===== config.mk =====
export PLATFORM = sky130hd
export DESIGN_NAME = ld_to_affine
export DESIGN_NICKNAME = d
export VERILOG_FILES = /design/src/rtl/ld_to_affine.sv
export SDC_FILE = /design/constraint.sdc
export NUM_CORES = 1
export LEC_CHECK = 0
export BUFFER_PORTS_ARGS = -buffer_cell sky130_fd_sc_hd__buf_2
export CAP_MARGIN = 10
export CORE_ASPECT_RATIO = 2
export CORE_MARGIN = 4
export CORE_UTILIZATION = 50
export DETAILED_ROUTE_END_ITERATION = 8
export MAX_ROUTING_LAYER = met4
export PLACE_DENSITY = 0.81
export SLEW_MARGIN = 20
export SYNTH_ARGS = -nofsm -noshare
export SYNTH_HDL_FRONTEND = slang
export SYNTH_SLANG_ARGS = --single-unit

===== constraint.sdc =====
create_clock -name clk -period 2.8 [get_ports clk]
set_input_delay 0.84 -clock clk [delete_from_list [all_inputs] [get_ports clk]]
set_output_delay 0.84 -clock clk [all_outputs]
set_load 0.02 [all_outputs]

===== src/rtl/ld_to_affine.sv =====
// López–Dahab (X, Y, Z) to affine (X/Z, Y/Z^2) converter over GF(2^4), x^4+x+1.
// One shared multiplier and one squarer; Z^-1 = Z^14 by a fixed square-and-multiply schedule.
module ld_to_affine (
  input  logic       clk,
  input  logic       rst_n,
  input  logic       in_valid,
  output logic       in_ready,
  input  logic [3:0] X_in,
  input  logic [3:0] Y_in,
  input  logic [3:0] Z_in,
  output logic       out_valid,
  input  logic       out_ready,
  output logic [3:0] x_out,
  output logic [3:0] y_out,
  output logic       out_inf
);

  typedef enum logic [2:0] {IDLE, INV1, INV2, INV3, MULX, MULY, DONE} state_t;

  state_t     state, next_state;
  logic [3:0] xr, yr, zr, t, acc;
  logic [3:0] sqr_in, mul_a, mul_b, sq, prod;

  // Shift-and-add carry-less product, reducing by x^4 = x + 1 as each bit shifts out.
  function automatic logic [3:0] gf_mul(input logic [3:0] a, input logic [3:0] b);
    logic [3:0] p;
    logic [3:0] sh;
    // NOTE: combinational temporaries use blocking '=' so each loop pass sees the previous pass's value.
    p  = '0;
    sh = a;
    for (int i = 0; i < 4; i++) begin
      if (b[i]) p = p ^ sh;
      sh = {sh[2:0], 1'b0} ^ (sh[3] ? 4'h3 : 4'h0);
    end
    return p;
  endfunction

  // Squaring is linear in GF(2^m): a^2 = a3*x^6 + a2*x^4 + a1*x^2 + a0, then reduced.
  function automatic logic [3:0] gf_sqr(input logic [3:0] a);
    return {a[3], a[3] ^ a[1], a[2], a[2] ^ a[0]};
  endfunction

  assign sq   = gf_sqr(sqr_in);
  assign prod = gf_mul(mul_a, mul_b);

  assign in_ready  = (state == IDLE);
  assign out_valid = (state == DONE);

  always_ff @(posedge clk or negedge rst_n) begin
    // NOTE: sequential state uses non-blocking '<=' so every register samples pre-edge values.
    if (!rst_n) state <= IDLE;
    else        state <= next_state;
  end

  always_comb begin
    // NOTE: every signal gets a default first, so no path through the case can infer a latch.
    next_state = state;
    sqr_in     = zr;
    mul_a      = acc;
    mul_b      = sq;
    unique case (state)
      IDLE: if (in_valid) next_state = INV1;
      INV1: next_state = INV2;
      INV2: begin
        sqr_in     = t;
        next_state = INV3;
      end
      INV3: begin
        sqr_in     = t;
        next_state = MULX;
      end
      MULX: begin
        mul_a      = xr;
        mul_b      = acc;
        next_state = MULY;
      end
      MULY: begin
        // acc holds Z^-1 here, so squaring it yields Z^-2 for the y product.
        sqr_in     = acc;
        mul_a      = yr;
        next_state = DONE;
      end
      DONE: if (out_ready) next_state = IDLE;
      default: next_state = IDLE;
    endcase
  end

  always_ff @(posedge clk or negedge rst_n) begin
    if (!rst_n) begin
      xr      <= '0;
      yr      <= '0;
      zr      <= '0;
      t       <= '0;
      acc     <= '0;
      x_out   <= '0;
      y_out   <= '0;
      out_inf <= 1'b0;
    end else begin
      unique case (state)
        IDLE: if (in_valid) begin
          xr <= X_in;
          yr <= Y_in;
          zr <= Z_in;
        end
        INV1: begin
          t   <= sq;
          acc <= sq;
        end
        INV2, INV3: begin
          t   <= sq;
          acc <= prod;
        end
        MULX: x_out <= prod;
        MULY: begin
          y_out   <= prod;
          out_inf <= (zr == 4'h0);
        end
        default: ;
      endcase
    end
  end

endmodule


==> impl_results.md, run 1 <==
- Result of the run: finished clean
- Final sum of negative setup slack: 0 ps
- First DRT Iteration DRCs: 24
- Sequential element share of the synthesized area: 40.8%
- Path type of the worst min-delay path: reg2reg
- CP delay by family, top: XOR/XNOR gates
- Number of routed nets with antenna violations: 0
- Die Width: 52.3 µm
- Number of synthesized flops with an enable pin: 0
- Core ar.: 3840 µm²
- Global-route congestion overflow total: 0
- Depth of the CTS H-tree: 2
- Mean instance size in the synthesized netlist: 10.6 µm²
- Area of placed instances: 2160 µm²
- Post-synthesis cell area: 1960 µm²
- Number of hold violations in the final report: 0
- Count of pins on the block boundary: 27
- Effective utilization at floorplan: 51.1%
- Post-layout instance area: 2270 µm²
- Data arrival at the endpoint of the critical path: 2720 ps
- Post-route DRC violation count: 0
- Initial antenna violation count: 0
- Maximum root-to-sink buffer count: 2
- Flip-flop and latch count after synthesis: 32
- Most frequent cells in the layout: sky130_fd_sc_hd__dfrtp_1, sky130_fd_sc_hd__buf_2, sky130_fd_sc_hd__nand2_1
- Global placer's final weighted congestion: 0.818
- Port Buffer Count: 26
- Syn-to-layout area delta: 15.4%
- Dominant synthesized flop cell: sky130_fd_sc_hd__dfrtp_1
- Critical-path cell with the highest stage delay: sky130_fd_sc_hd__dfrtp_2
- Top cell type by total area after synthesis: sky130_fd_sc_hd__dfrtp_1
- Clock latency of the later-clocked register in the worst-skew pair: 290 ps
- Setup-violating endpoint count in the final report: 0
- Wire per inst: 14.8 µm
- Ratio of cells with drive above 1 in the final layout: 35.8%
- Proportion of synthesized area in mux cells: 17.8%
- Critical R2R Capture: acc[1]
- Register-to-Register Path Depth: 8
- Worst Max-Slew Pin Slew: 704 ps
- Count of antenna diodes in the layout: 0
- Via count of the first global-routing pass: 1,456
- Ordered cell list for the critical path: nand2b_1 -> mux2i_4 -> xor2_1 -> nand2_1 -> xor2_1 -> xnor2_1 -> xnor2_1 -> o221ai_1
- Critical path depth: 8
- Count of distinct cell types in the synthesized netlist: 47
- Pre-antenna DRT Iters: 4
- Count of synthesis-stage warnings from yosys: 0
- Overall fraction of global-route tracks in use: 18.1%
- Die Area: 5050 µm²
- Post-synthesis adder-cell area fraction: 0%
- Vias/cell: 5.32
- Maximum capacitance violations: 0
- Async S/R FF share, synth: 100%
- Final HPWL from detailed placement: 3110 µm
- Max-Slew Margin vs Limit: 53.1%
- Biggest area contributors in the synthesized netlist: sky130_fd_sc_hd__dfrtp_1, sky130_fd_sc_hd__mux2_2, sky130_fd_sc_hd__nand2_1
- Dominant combinational cell family by area after synthesis: multiplexers
- Clock root buffer master: sky130_fd_sc_hd__clkbuf_8
- Post-CTS setup buffers: 0
- Share of the cycle needed by the critical path after routing: 91.9%
- Critical Path End: acc[1]
- Setup crit end kind: flip-flop
- Setup slack of the most critical reg-to-reg path: 230 ps
- CTS tree: yes
- Most common cell after layout, fill and taps aside: sky130_fd_sc_hd__dfrtp_1
- Portion of synthesized cell area occupied by the leading cell type: 40.8%
- Maximum number of pins on one net before global-route repair: 33
- CP Launch Point: state[2]
- Setup repair after global routing missed its margin: no
- Cell count after synthesis: 186
- Clock Skews: 6.04 ps
- First-pass GRT wire length: 6690 µm
- Compound-gate portion of the synthesized area: 13.9%
- Final wirelength: 3980 µm
- Number of buffers and inverters on the critical path: 0
- Total number of vias: 1,430
- Worst setup path class: reg2reg
- Crit-path max FO: 15
- Max Transition Viols Final: 0
- Element type at the critical path start: flip-flop
- Cts bufs inserted: 5
- Vert. Die Dim: 96.6 µm
- Required time reported for the critical path endpoint: 2950 ps
- Post-Syn Nets: 202
- Xor-xnor portion of the synthesized cell area: 9.56%
- Min Tclk post-route: 2570 ps
- NumNets Final: 233
- Total of cells resized after clock tree synthesis: 0
- Core Rows: 32
- Delay of the slowest cell on the worst path: 520 ps
- Utilization of the core after routing: 59.0%
- Reg2reg start: state[2]
- Clock-pin slew on the worst setup and hold paths: 70 ps
- Hold Buf Count CTS: 0
- Timing-limited maximum frequency: 389 MHz
- Sink Count: 32
- Simple-Gate Fraction of Synth Area: 14.4%
==> worst min path at each step <==
stage / slack (ps) / cells past startpoint / startpoint / endpoint
finish: 470 / 2 / out_inf / out_inf
global route: 500 / 2 / y_out[3] / y_out[3]
CTS: 480 / 2 / out_inf / out_inf
detailed placement: 470 / 2 / out_inf / out_inf
global placement: 460 / 2 / y_out[1] / y_out[1]
floorplan: 440 / 2 / t[2] / t[2]
==> cell usage after synthesis, types with 2 or more instances <==
master	number
sky130_fd_sc_hd__xnor2_1	9
sky130_fd_sc_hd__nor3_1	3
sky130_fd_sc_hd__mux2i_1	5
sky130_fd_sc_hd__a22oi_1	3
sky130_fd_sc_hd__a21oi_1	5
sky130_fd_sc_hd__nand2_1	25
sky130_fd_sc_hd__nand3_1	2
sky130_fd_sc_hd__nand3b_1	2
sky130_fd_sc_hd__mux2i_4	2
sky130_fd_sc_hd__buf_4	2
sky130_fd_sc_hd__dfrtp_1	32
sky130_fd_sc_hd__mux2_2	19
sky130_fd_sc_hd__xor2_2	2
sky130_fd_sc_hd__xnor2_2	2
sky130_fd_sc_hd__o21ai_1	9
sky130_fd_sc_hd__nand2b_1	3
sky130_fd_sc_hd__buf_6	2
sky130_fd_sc_hd__o21ai_0	12
sky130_fd_sc_hd__and2b_1	2
sky130_fd_sc_hd__nor2b_1	2
sky130_fd_sc_hd__o221ai_1	3
sky130_fd_sc_hd__mux2_4	2
sky130_fd_sc_hd__nor2_1	7
sky130_fd_sc_hd__clkbuf_1	4
sky130_fd_sc_hd__xor2_1	5
==> layout make-up <==
cell class	instances	area, µm²
inverters	2	7.51
repair buffers	34	190
fillers	350	1580
clock buffers	6	72.6
clock inverters	2	35.0
multi-input cells	142	1090
flip-flops and latches	32	803
well taps	51	63.8
==> kinds of logic after synthesis <==
kind of cell | count (synthesis)
AOI/OAI and AO/OA | 40
buffers and inverters | 12
muxes | 29
and+or+nand+nor | 55
xor gates and xnor gates | 18
DFF | 32
==> metrics by stage <==
step | setup slack (ps) | hold slack [ps] | instances
floorplan | 509 | 443 | 186
global placement | 151 | 462 | 261
detailed placement | 103 | 469 | 261
CTS | 88.9 | 483 | 269
global route | 67.3 | 498 | 269
finish | 227 | 475 | 269
==> worst register-to-register path, stage by stage (launching register included) <==
cell and delay, ps:
sky130_fd_sc_hd__dfrtp_2 520, sky130_fd_sc_hd__nand2b_1 390, sky130_fd_sc_hd__mux2i_4 370, sky130_fd_sc_hd__xor2_1 230, sky130_fd_sc_hd__nand2_1 100, sky130_fd_sc_hd__xor2_1 180
sky130_fd_sc_hd__xnor2_1 140, sky130_fd_sc_hd__xnor2_1 320, sky130_fd_sc_hd__o221ai_1 180
==> layer usage <==
metal / GRT usage (%) / vias up / wire [µm]
li1: - / 712 / -
met1: 18.8 / 667 / 1490
met2: 30.2 / 37 / 2220
met3: 4.93 / 14 / 157
met4: 9.06 / 0 / 121
met5: - / - / 0
==> flip-flops by register name, indices dropped and copies added, names as in the netlist <==
signal / flops
acc: 4
out_inf: 1
state: 3
t: 4
x_out: 4
xr: 4
y_out: 4
yr: 4
zr: 4
Power of run 1 is not shown: default switching activity piles up to over one toggle a cycle in this logic, so the estimate is an artifact.
==> run 2, diff against run 1 <==
- RECOVER_POWER: default -> 50
==> impl_results.md, run 2 (synthesis results as in run 1) <==
- Clock latency of the later-clocked register in the worst-skew pair: 290 ps (about the same)
- Crit-path max FO: 15 (unchanged)
- Depth of the CTS H-tree: 2 (unchanged)
- Timing-limited maximum frequency: 389 MHz (about the same)
- First DRT Iteration DRCs: 24 (unchanged)
- Most frequent cells in the layout: sky130_fd_sc_hd__dfrtp_1, sky130_fd_sc_hd__nand2_1, sky130_fd_sc_hd__buf_2
- Worst setup path class: reg2reg
- Post-route DRC violation count: 0 (unchanged)
- Maximum capacitance violations: 1 (+1)
- Number of buffers and inverters on the critical path: 0 (unchanged)
- Initial antenna violation count: 0 (unchanged)
- Vias/cell: 5.33 (+0.21%)
- Vert. Die Dim: 96.6 µm (unchanged)
- Effective utilization at floorplan: 51.1% (unchanged)
- Maximum number of pins on one net before global-route repair: 33 (unchanged)
- Worst hold slack across all endpoints: 475 ps (unchanged)
- Critical R2R Capture: acc[1]
- Final HPWL from detailed placement: 3110 µm (unchanged)
- First-pass GRT wire length: 6690 µm (unchanged)
- Final wirelength: 3980 µm (about the same)
- Data arrival at the endpoint of the critical path: 2720 ps (about the same)
- Max Transition Viols Final: 33 (+33)
- CP delay by family, top: XOR/XNOR gates
- Final sum of negative setup slack: 0 ps (unchanged)
- Sink Count: 32 (unchanged)
- Syn-to-layout area delta: 15.2%
- Number of routed nets with antenna violations: 0 (unchanged)
- Fillers: 353 (+0.86%)
- Global placer's final weighted congestion: 0.818 (unchanged)
- Reg2reg start: state[2]
- Number of instances on the worst hold path: 2 (unchanged)
- Element type at the critical path start: flip-flop
- Setup-violating endpoint count in the final report: 0 (unchanged)
- Share of the cycle needed by the critical path after routing: 91.9% (about the same)
- Setup crit end kind: flip-flop
- Clock-pin slew on the worst setup and hold paths: 70 ps (about the same)
- Clock Skews: 6.02 ps (-0.0211 ps)
- Delay of the slowest cell on the worst path: 520 ps (about the same)
- Failing checks: capacitance limit, slew limit
- Number of hold violations in the final report: 0 (unchanged)
- NumNets Final: 233 (unchanged)
- Hold Buf Count CTS: 0 (unchanged)
- Post-CTS setup buffers: 0 (unchanged)
- Die Area: 5050 µm² (unchanged)
- Worst Max-Slew Pin Slew: 1680 ps (+979 ps)
- Ratio of cells with drive above 1 in the final layout: 34.9% (-0.92 points)
- Path type of the worst min-delay path: reg2reg
- Total number of vias: 1,433 (+0.21%)
- Start point of the worst hold path: out_inf
- Clock root buffer master: sky130_fd_sc_hd__clkbuf_8
- Min Tclk post-route: 2570 ps (+0.232 ps)
- Count of pins on the block boundary: 27 (unchanged)
- Maximum root-to-sink buffer count: 2 (unchanged)
- Die Width: 52.3 µm (unchanged)
- Setup repair after global routing missed its margin: no
- Result of the run: finished, violations left
- Most common cell after layout, fill and taps aside: sky130_fd_sc_hd__dfrtp_1
- Port Buffer Count: 26 (unchanged)
- Overall fraction of global-route tracks in use: 18.1% (unchanged)
- Core ar.: 3840 µm² (unchanged)
- Core Rows: 32 (unchanged)
- Register-to-Register Path Depth: 8 (unchanged)
- Global-route congestion overflow total: 0 (unchanged)
- Max-Slew Margin vs Limit: -12.2% (-65 points)
- Hold endpoint: out_inf
- Required time reported for the critical path endpoint: 2950 ps (about the same)
- Pre-antenna DRT Iters: 4 (unchanged)
- Cts bufs inserted: 5 (unchanged)
- Count of antenna diodes in the layout: 0 (unchanged)
- Critical-path cell with the highest stage delay: sky130_fd_sc_hd__dfrtp_2
- Via count of the first global-routing pass: 1,456 (unchanged)
- CTS tree: yes
- Wire per inst: 14.8 µm (about the same)
- Ordered cell list for the critical path: nand2b_1 -> mux2i_4 -> xor2_1 -> nand2_1 -> xor2_1 -> xnor2_1 -> xnor2_1 -> o221ai_1
- Setup slack of the most critical reg-to-reg path: 230 ps (about the same)
## run 2: area by class of cell
type / count / area (µm²) / share of cell area [%]
repair buffers: 34 / 185 / 8.19
flip-flops and latches: 32 / 803 / 35.5
multi-input cells: 142 / 1090 / 48.4
inverters: 2 / 7.51 / 0.332
clock inverters: 2 / 35.0 / 1.55
well taps: 51 / 63.8 / 2.82
clock buffers: 6 / 72.6 / 3.21
## run 2: per-layer routing
metal	vias to the layer above	routed length (µm)	track usage, %	share of wire (%)
met2	37	2220	30.2	56
met3	14	155	4.93	3.9
met5	-	0	-	0
met4	0	121	9.06	3.0
met1	670	1490	18.8	37
li1	712	-	-	-
## run 2: how the worst max path moves through the flow
stage,from,end,slack (ps),cells after the start
after floorplan,state[1],xr[0],510,5
after global placement,state[2],acc[1],150,8
after detailed placement,state[2],acc[1],100,8
after CTS,state[2],acc[1],90,8
after global routing,state[2],acc[1],70,8
final,state[2],acc[1],230,8
## run 2: worst reg2reg max path, cell delays in order (launching register included)
cell and delay [ps]:
sky130_fd_sc_hd__dfrtp_2 520, sky130_fd_sc_hd__nand2b_1 390, sky130_fd_sc_hd__mux2i_4 370, sky130_fd_sc_hd__xor2_1 230, sky130_fd_sc_hd__nand2_1 100, sky130_fd_sc_hd__xor2_1 180, sky130_fd_sc_hd__xnor2_1 140, sky130_fd_sc_hd__xnor2_1 320
sky130_fd_sc_hd__o221ai_1 180
## run 2: metrics by stage
stage / instance area, µm² / std cells / worst slack (ps) / util (%)
after floorplan: 1960 / 186 / 509 / -
after global placement: 2160 / 261 / 151 / 56.1
after detailed placement: 2160 / 261 / 103 / 56.1
after CTS: 2260 / 269 / 88.9 / 58.9
after global routing: 2260 / 269 / 69.3 / 58.8
final: 2260 / 269 / 227 / 58.8
## run 2: timing repair
action	in CTS	in global routing
resized for setup	0	2
hold endpoints to repair	0	0
setup endpoints to repair	0	8
Power of run 2 is left out for the same reason.
==> run 3, diff against run 2 <==
- CORE_UTILIZATION: 50 -> 40
- HOLD_SLACK_MARGIN: default -> 0.06
- PLACE_DENSITY: 0.81 -> 0.69
- RECOVER_POWER: 50 -> default
==> impl_results.md, run 3 (synthesis results as in run 1) <==
- First DRT Iteration DRCs: 22 (-8.3%)
- Max Transition Viols Final: 0 (-100%)
- Sink Count: 32 (unchanged)
- Maximum number of pins on one net before global-route repair: 33 (unchanged)
- Required time reported for the critical path endpoint: 2920 ps (-30 ps)
- Global-route congestion overflow total: 0 (unchanged)
- Setup slack of the critical path after layout: 225 ps (-1.76 ps)
- Depth of the CTS H-tree: 2 (unchanged)
- Setup slack of the most critical reg-to-reg path: 230 ps (about the same)
- Min Tclk post-route: 2570 ps (+1.76 ps)
- Number of instances on the worst hold path: 2 (unchanged)
- Cts bufs inserted: 5 (unchanged)
- Most frequent cells in the layout: sky130_fd_sc_hd__dfrtp_1, sky130_fd_sc_hd__buf_2, sky130_fd_sc_hd__nand2_1
- Worst Max-Slew Pin Slew: 711 ps (-972 ps)
- NumNets Final: 236 (+1.3%)
- Effective utilization at floorplan: 41.9% (-9.2 points)
- Ratio of cells with drive above 1 in the final layout: 36.7% (+1.8 points)
- Total number of vias: 1,480 (+3.3%)
- Final HPWL from detailed placement: 3300 µm (+6.1%)
- Number of hold violations in the final report: 0 (unchanged)
- Via count of the first global-routing pass: 1,556 (+6.9%)
- Count of antenna diodes in the layout: 0 (unchanged)
- Final sum of negative setup slack: 0 ps (unchanged)
- Result of the run: finished clean
- Port Buffer Count: 26 (unchanged)
- Element type at the critical path start: flip-flop
- Die Width: 57.5 µm (+10%)
- Wire per inst: 15.3 µm (+3.3%)
- Clock-pin slew on the worst setup and hold paths: 70 ps (about the same)
- First-pass GRT wire length: 7130 µm (+6.6%)
- Clock latency of the later-clocked register in the worst-skew pair: 280 ps (about the same)
- Reg2reg start: state[0]
- Max-Slew Margin vs Limit: 52.6% (+65 points)
- Clock Skews: 3.20 ps (-2.81 ps)
- Data arrival at the endpoint of the critical path: 2700 ps (-20 ps)
- Count of pins on the block boundary: 27 (unchanged)
- Setup crit end kind: flip-flop
- Worst setup path class: reg2reg
- Maximum root-to-sink buffer count: 2 (unchanged)
- Setup-violating endpoint count in the final report: 0 (unchanged)
- Crit-path max FO: 10 (-5)
- Vert. Die Dim: 107 µm (+11%)
- Post-route DRC violation count: 0 (unchanged)
- Core Rows: 35 (+9.4%)
- CTS tree: yes
- Clock root buffer master: sky130_fd_sc_hd__clkbuf_8
- Initial antenna violation count: 0 (unchanged)
- Die Area: 6160 µm² (+22%)
- Most common cell after layout, fill and taps aside: sky130_fd_sc_hd__dfrtp_1
- Start point of the worst hold path: out_inf
- Vias/cell: 5.36 (+0.66%)
- Final wirelength: 4220 µm (+6.0%)
- Timing-limited maximum frequency: 388 MHz (about the same)
- Overall fraction of global-route tracks in use: 15.6% (-2.5 points)
- Share of the cycle needed by the critical path after routing: 92.0% (about the same)
- Setup repair after global routing missed its margin: no
- Register-to-Register Path Depth: 9 (+1)
- Hold Buf Count CTS: 0 (unchanged)
- Syn-to-layout area delta: 16.0%
- Number of routed nets with antenna violations: 0 (unchanged)
- Critical R2R Capture: acc[2]
- Post-placement worst setup slack: 117 ps (+14.1 ps)
- Pre-antenna DRT Iters: 4 (unchanged)
- Core ar.: 4690 µm² (+22%)
- Path type of the worst min-delay path: reg2reg
- Global placer's final weighted congestion: 0.867 (+6.0%)
- Hold endpoint: out_inf
- Maximum capacitance violations: 0 (-1)
-- run 3: through the flow --
step | std cells | hold WS [ps] | cell area (µm²) | util, %
2_1_floorplan | 186 | 443 | 1960 | -
3_3_place_gp | 268 | 462 | 2180 | 46.6
3_5_place_dp | 268 | 472 | 2180 | 46.6
4_1_cts | 276 | 487 | 2280 | 48.6
5_1_grt | 276 | 499 | 2280 | 48.6
6_report | 276 | 479 | 2280 | 48.6
-- run 3: worst max-delay path, cell delays in order, from the launching register on --
cell and delay [ps]:
sky130_fd_sc_hd__dfrtp_1 590, sky130_fd_sc_hd__mux2_2 410, sky130_fd_sc_hd__mux2i_4 160, sky130_fd_sc_hd__buf_4 150
sky130_fd_sc_hd__xnor2_1 180, sky130_fd_sc_hd__nor2_2 80, sky130_fd_sc_hd__xor2_2 150, sky130_fd_sc_hd__xnor2_1 130
sky130_fd_sc_hd__xnor2_1 320, sky130_fd_sc_hd__o221ai_1 230
-- run 3: layout make-up --
| cell class | count | area, µm² |
|---|---|---|
| Timing Repair Buffer | 37 | 213 |
| Multi-Input combinational cell | 142 | 1090 |
| Clock inverter | 2 | 10.0 |
| Fill cell | 438 | 2410 |
| Sequential cell | 32 | 802 |
| Clock buffer | 6 | 82.6 |
| Tap cell | 55 | 68.8 |
| Inverter | 2 | 7.51 |
-- run 3: timing repair --
item,CTS,global route
setup buffers,0,0
gates resized for setup,0,1
setup endpoints to repair,0,1
-- run 3: worst max-delay path by stage --
stage	startpoint	endpoint	slack [ps]	cells after the start
finish	state[0]	acc[2]	230	9
global placement	state[2]	acc[2]	180	9
detailed placement	state[2]	acc[2]	120	9
global route	state[0]	acc[2]	90	8
floorplan	state[1]	xr[0]	510	5
CTS	state[2]	acc[2]	130	9
-- run 3: metal layers --
| metal | vias to the layer above | global-route usage (%) | part of all wire (%) |
|---|---|---|---|
| met4 | 0 | 9.12 | 4.0 |
| met2 | 37 | 26.9 | 55 |
| li1 | 719 | - | - |
| met3 | 14 | 3.61 | 4.3 |
| met1 | 710 | 15.6 | 37 |
| met5 | - | - | 0 |
Power of run 3 is left out for the same reason.
